## src/rtl/pm_meas_pkg.sv

```systemverilog
// pm_meas_pkg: shared FSM states and sizing constants for the phase-monitor measurement controller
package pm_meas_pkg;
  typedef enum logic [2:0] {IDLE, CLEAR, RUN, CAPTURE, DONE} state_t;
  localparam int CLR_CYCLES_DEF = 8;
  localparam int ACC_GUARD = 7;
  function automatic int acc_width(input int n_pm);
    return n_pm + ACC_GUARD;
  endfunction
endpackage

```

## src/rtl/pm_wait_timer.sv

```systemverilog
// pm_wait_timer: loadable down-counter whose done flag is high once the count reaches zero
module pm_wait_timer #(
  parameter int W = 24
) (
  input  logic         clk,
  input  logic         rst,
  input  logic         load,
  input  logic [W-1:0] load_val,
  output logic         done
);
  logic [W-1:0] cnt;
  always_ff @(posedge clk) begin
    if (rst) cnt <= '0;
    else if (load) cnt <= load_val;
    else if (cnt != '0) cnt <= cnt - W'(1);
  end
  assign done = (cnt == '0);
endmodule

```

## src/rtl/pm_meas_ctrl.sv

```systemverilog
// pm_meas_ctrl: sequences clear/run/capture cycles of a phase monitor and averages 2^n runs
module pm_meas_ctrl
  import pm_meas_pkg::*;
#(
  parameter int N_PM       = 20,
  parameter int WAIT_W     = 24,
  parameter int CLR_CYCLES = CLR_CYCLES_DEF
) (
  input  logic              clk,
  input  logic              rst,
  input  logic              start,
  input  logic              abort,
  input  logic [WAIT_W-1:0] wait_cycles,
  input  logic [2:0]        n_avg_log2,
  input  logic [N_PM-1:0]   pm_out,
  output logic              en_pm,
  output logic              busy,
  output logic [N_PM-1:0]   result,
  output logic              result_valid,
  input  logic              result_ready
);
  localparam int AW = acc_width(N_PM);
  state_t state, nxt;
  logic [WAIT_W-1:0] wait_lat, t_val, run_len;
  logic [2:0] n_lat;
  logic [AW-1:0] acc, acc_sum;
  logic [7:0] runs;
  logic [8:0] runs_nxt;
  logic t_load, t_done, last;
  pm_wait_timer #(.W(WAIT_W)) u_timer (
    .clk(clk), .rst(rst), .load(t_load), .load_val(t_val), .done(t_done)
  );
  assign acc_sum = acc + AW'(pm_out);
  assign runs_nxt = {1'b0, runs} + 9'd1;
  assign last = (runs_nxt == (9'd1 << n_lat));
  // a zero window is stretched to one cycle by loading 0 instead of wrapping
  assign run_len = (wait_lat == '0) ? '0 : wait_lat - WAIT_W'(1);
  assign busy = (state != IDLE);
  assign result_valid = (state == DONE);
  always_comb begin
    nxt = state;
    t_load = 1'b0;
    t_val = WAIT_W'(CLR_CYCLES - 1);
    case (state)
      IDLE: if (start) begin
        nxt = CLEAR;
        t_load = 1'b1;
      end
      CLEAR: if (abort) nxt = IDLE;
        else if (t_done) begin
          nxt = RUN;
          t_load = 1'b1;
          t_val = run_len;
        end
      RUN: nxt = abort ? IDLE : t_done ? CAPTURE : RUN;
      CAPTURE: begin
        nxt = abort ? IDLE : last ? DONE : CLEAR;
        t_load = !abort && !last;
      end
      DONE: nxt = result_ready ? IDLE : DONE;
      default: nxt = IDLE;
    endcase
  end
  always_ff @(posedge clk) begin
    if (rst) begin
      state <= IDLE;
      en_pm <= 1'b0;
      result <= '0;
      acc <= '0;
      runs <= '0;
      wait_lat <= '0;
      n_lat <= '0;
    end else begin
      state <= nxt;
      en_pm <= (nxt == RUN) || (nxt == CAPTURE);
      if (state == IDLE && start) begin
        wait_lat <= wait_cycles;
        n_lat <= n_avg_log2;
        acc <= '0;
        runs <= '0;
      end
      if (state == CAPTURE) begin
        acc <= acc_sum;
        runs <= runs_nxt[7:0];
      end
      if (state == CAPTURE && nxt == DONE) result <= N_PM'(acc_sum >> n_lat);
    end
  end
endmodule

```

## config.mk

```make
export PLATFORM = sky130hd
export DESIGN_NAME = pm_meas_ctrl
export DESIGN_NICKNAME = d
export VERILOG_FILES = /design/src/rtl/pm_meas_pkg.sv /design/src/rtl/pm_wait_timer.sv /design/src/rtl/pm_meas_ctrl.sv
export SDC_FILE = /design/constraint.sdc
export NUM_CORES = 1
export LEC_CHECK = 0
export ABC_AREA = 1
export BUFFER_PORTS_ARGS = -buffer_cell sky130_fd_sc_hd__buf_2
export CORE_MARGIN = 8
export CORE_UTILIZATION = 61
export DETAILED_ROUTE_END_ITERATION = 6
export GPL_TIMING_DRIVEN = 1
export PLACE_DENSITY_LB_ADDON = 0.08
export SLEW_MARGIN = 20
export SYNTH_ARGS = -nofsm -noshare
export SYNTH_HDL_FRONTEND = slang
export SYNTH_SLANG_ARGS = --single-unit
```

## constraint.sdc

```tcl
create_clock -name clk -period 2.7 [get_ports clk]
set_clock_uncertainty 0.1 [all_clocks]
set_input_delay 0.135 -clock clk [delete_from_list [all_inputs] [get_ports clk]]
set_output_delay 0.135 -clock clk [all_outputs]
set_load 0.01 [all_outputs]
```

Word level (Yosys, flattened, before mapping)
Index checks and enable logic that the tools add are counted.

storage, ports and cells
  register bits after elaboration = 110
  bits of input ports = 52
  logic and storage cells = 58

cells by class
  add/subtract/negate cells = 4
  equality and inequality tests = 8
  shift-type cells = 2
  multiplexer cells = 23
  reduce and logical (&&, ||, !) cells = 13

operators by type and width
  operator                                            count
  two-way mux 24 bit                                  6
  two-way mux 27 bit                                  2
  logical NOT 24 bit                                  2
  subtractor 24 x 1 -> 24 bit, second input constant  2
  adder 27 x 20 -> 27 bit                             1
  >> shifter 27 x 3 -> 20 bit                         1
  nonzero test 24 bit                                 1
  two-way mux 3 bit                                   6
  two-way mux 8 bit                                   2
  one-hot mux 3 bit (5 select lines)                  1
  == test 3 x 2 -> 1 bit, second input constant       4
  adder 8 x 1 -> 9 bit, second input constant         1
  == test 9 bit                                       1
  << shifter 1 x 3 -> 9 bit, first input constant     1
  == test 3 bit, second input constant                2
  two-way mux 1 bit                                   4
  nonzero test 2 bit                                  2
  == test 3 x 1 -> 1 bit, second input constant       1
  logical AND 1 bit                                   3
  logical NOT 3 bit                                   1
  one-hot mux 1 bit (3 select lines)                  1
  nonzero test 3 bit                                  1
  logical NOT 1 bit                                   2
  two-way mux 2 bit                                   1
  logical OR 1 bit                                    1

Depth between registers and ports, before layout
  word-level depth = 7
  depth in mapped cells = 19
  mapped depth without buffers = 19

Hierarchy
Synthesis repeated with hierarchy kept, for this count alone.

second synthesis, totals
  cells, all modules = 1395
  area, all modules = 8379.3 sq um

modules (own cells, without submodules)
  module         times used  cells an instance  area each (sq um)  sequential area each (sq um)
  pm_meas_ctrl   1           1116               6587.6             1721.7
  pm_wait_timer  1           279                1791.7             480.5

Worst setup path before layout
Ideal clock, no wire load.

  path kind = flip-flop to flip-flop
  from = register acc[0]
  to = register result[13]
  setup time = 0.113 ns
  data arrival time = 2.081 ns
  required time = 2.487 ns
  slack = 0.406 ns
  cell stages (with the launch flop) = 18
  buffers on the path = 0
  clock period less this slack = 2.294 ns
  cell sequence = dfxtp_1 > ha_1 > inv_1 > fa_1 > inv_1 > nand3_1 > nand2_1 > nand2_1 > nand2_1 > nand3_1 > nand3_1 > nand3_1 > nand2_1 > nand2_1 > nand3_1 > nand2_1 > o21ai_1 > inv_1

between the ends
  cells in the longest elaborated chain, start to end = 2

RTL lines
  element                      line                source
  start, declared              pm_meas_ctrl.sv:26  logic [AW-1:0] acc, acc_sum;
  start signal, assigned       pm_meas_ctrl.sv:83  acc <= acc_sum;
  adder 27 x 20 -> 27 bit      pm_meas_ctrl.sv:33  assign acc_sum = acc + AW'(pm_out);
  >> shifter 27 x 3 -> 20 bit  pm_meas_ctrl.sv:86  if (state == CAPTURE && nxt == DONE) result <= N_PM'(acc_sum >> n_lat);
  end signal, assigned         pm_meas_ctrl.sv:86
  end, declared                pm_meas_ctrl.sv:18  output logic [N_PM-1:0] result,

Every way passes these cells.
A chain may end at the register's enable or synchronous reset.

Worst setup path in the final report
  from = register acc[0]
  to = register result[4]

The elaborated chain is that of the path after synthesis.

==> run metrics <==
root buffer cell=clkbuf_16; Critical Path End Type=register; initial antenna violation count=0; Final Core Density=71.2%; layout cells sized above 1=12.8%; clock buffer depth=2; Synth cell types=48; Design Power=4.46 mW; PwrDens=477 nW/um2; drt first pass iters=6; Area Overhead vs Synth=14.6%; NetSw=1.54 mW; Layout Nets=1503; GP Congestion=0.949; Hold Crit Class=primary input to register; critical path's slowest cell=fa_2; switch share=34.5%; Synth Warn #=0; run status=finished, final reports clean; Crit path required time=2.82 ns; WHS Endpoint=wait_lat[23]; row cnt=42; Leak=4.51 nW; Buffers on Ports=74; Fmax achieved=0.399 GHz; most common cell in the netlist=nand2_1; final setup violation count=0; crit path DAT=2.63 ns; EDFF count, synth=0; full die area=17400 um2; Flop pwr share=40.2%; syn_nets=1418; Yosys top cell by area=dfxtp_1; clk slew on worst S/H paths=0.08 ns; CP most frequent cell=nand2_1; DIE WIDTH=132 um; worst skew pair latency=0.37 ns; hold path depth=3; internal power consumption=2.92 mW; global route overflow=0; Avg Vias per Cell=5.48; first-pass GRT wire length=38.9 mm; post-synthesis sequential area ratio=27.0%; critical-path cell list=ha_2 > inv_1 > fa_2 > inv_2 > nand3_1 > nand2_2 > nand2_1 > nand2_1 > xnor2_1 > nand2_1 > nand3_1 > o21ai_0 > nor2_1 > nor2_1 > nand2_1 > a21oi_1; DRT antenna net count=0; Post-synth top cells=nand2_1, inv_1, nand3_1; Comb pwr share=27.3%; I/O pin count=75; CTS tree=yes; Max Cap Viol=0; min Tclk post-route=2.51 ns; critical path depth=16; CTS buffer count=9; GRT Util Overall=27.0%; max_slew headroom=42.9%; setup TNS=0 ns; crit path launch type=register; Critical path buffers and inverters=2; Synth Cell Area=8170 um2; Residual DRC=0; Iter 0 DRT Violations=955; crit path kind=register to register; H-tree depth=3; Hold Violations, Final=0; Seq cells post-synth=110; Max IR drop VDD=0.473 mV; top cell type's share of synthesized area=27.0%; final wirelength=23.8 mm; Critical Path Fanout Max=4; Area contributors post-synth=dfxtp_1, nand2_1, inv_1, nand3_1, a21oi_1; end of the worst register-to-register path=result[4]; Clk pwr share=32.5%; Largest stage delay, worst path=0.36 ns; top_reg_cell synth=dfxtp_1; Slew @ Worst Pin=0.856 ns; path depth of the worst reg2reg path=16; number of global-route vias before repair=8032; reg-to-reg slack, setup=0.19 ns; CP top delay family=simple AND/OR/NAND/NOR gates; routed length per instance=14.8 um; min-delay src=wait_cycles[23]; r2r startpoint=acc[0]; largest net degree at the start of global routing=68; Via Count=8802; Post-synth ARST share=0%; RSZ-0062 raised after global routing=false; syn_area_per_cell=6.10 um2; detailed placer's ending HPWL=17.7 mm; Final Max Tran Viols=0; # diodes=0; CTS sink count=110; core area=13100 um2; cell count after synthesis=1340; Initial Utilization=62.2%; period utilization=92.9%; pre-CTS setup slack=0.161 ns; die height=132 um; PnR worst setup slack=0.192 ns
## area by class of cell
| type | count | area, um2 |
|---|---|---|
| clock buffers | 10 | 239 |
| clock inverters | 6 | 77.6 |
| fillers | 1185 | 3780 |
| inverters | 179 | 673 |
| multi-input cells | 1004 | 5120 |
| flip-flops and latches | 110 | 2200 |
| well taps | 176 | 220 |
| repair buffers | 121 | 823 |
## per-layer routing
| layer | track usage (%) | up-vias | share of wire (%) |
|---|---|---|---|
| met5 | 0 | - | 0 |
| met1 | 38.3 | 3952 | 48 |
| met4 | 6.00 | 0 | 1.4 |
| met2 | 40.6 | 362 | 42 |
| li1 | - | 4464 | - |
| met3 | 6.14 | 24 | 8.3 |
## cell families after synthesis
group / count (synthesis) / synth area share, %
fa+ha+maj: 26 / 4.07
buf+inv: 226 / 10.8
xor+xnor: 51 / 5.56
simple gates: 728 / 38.9
mux: 1 / 0.123
flops: 110 / 27.0
compound gates: 198 / 13.6
## metrics by stage
step / cells / hold WS (ns) / cell area [um2]
after floorplan: 1340 / 0.225 / 8170
after global placement: 1564 / 0.310 / 8740
after detailed placement: 1564 / 0.319 / 8740
after CTS: 1605 / 0.0127 / 9310
after global routing: 1606 / 0.0337 / 9360
final: 1606 / 0.0350 / 9360
## layout by cell type, fill, tap and decap left out, drive strengths merged, types with 2 or more instances in the layout
cell type / count
nand2: 407
nand4: 17
a31oi: 9
nor3: 15
ha: 25
o211ai: 12
dfxtp: 110
o21ai: 66
or2: 11
inv: 179
nand3: 134
a21oi: 97
nand3b: 5
o22ai: 2
dlygate4sd3: 25
xor2: 37
xnor2: 14
nor2: 131
nor4: 7
clkbuf: 10
clkinv: 4
o21a: 5
buf: 96
## sequential cells by signal, indices dropped and copies added (netlist names)
register,flops
acc,27
en_pm,1
n_lat,3
result,20
runs,8
state,3
u_timer.cnt,24
wait_lat,24
## power by group through the flow
stage / clock (mW) / sequential (mW) / combinational, mW
floorplan: 0 / 1.80 / 0.893
global placement: 0 / 1.82 / 1.12
detailed placement: 0 / 1.83 / 1.14
CTS: 1.47 / 1.79 / 1.18
global route: 1.53 / 1.81 / 1.36
finish: 1.45 / 1.79 / 1.22
## repair_timing
item / CTS / global route
hold buffers: 25 / 0
endpoints found under the setup margin: 0 / 29
resized for setup: 0 / 9
buffers inserted: 0 / 1
endpoints found under the hold margin: 25 / 0
## how the worst max path moves through the flow
stage / start / end / slack (ns)
6_report: acc[0] / result[4] / 0.19
3_5_place_dp: acc[0] / result[13] / 0.16
3_3_place_gp: acc[0] / result[4] / 0.14
4_1_cts: acc[0] / result[13] / 0.12
2_1_floorplan: acc[0] / result[13] / 0.41
5_1_grt: acc[2] / result[5] / 0.01
## worst register-to-register path: cells and delay by family, from the launching register on
kind | cells | cell delay, ns
buf+inv | 2 | 0.14
xor+xnor | 1 | 0.20
compound gates | 2 | 0.17
fa+ha+maj | 2 | 0.56
simple gates | 9 | 0.87
flops | 1 | 0.34
(Power assumes the default switching activity.)
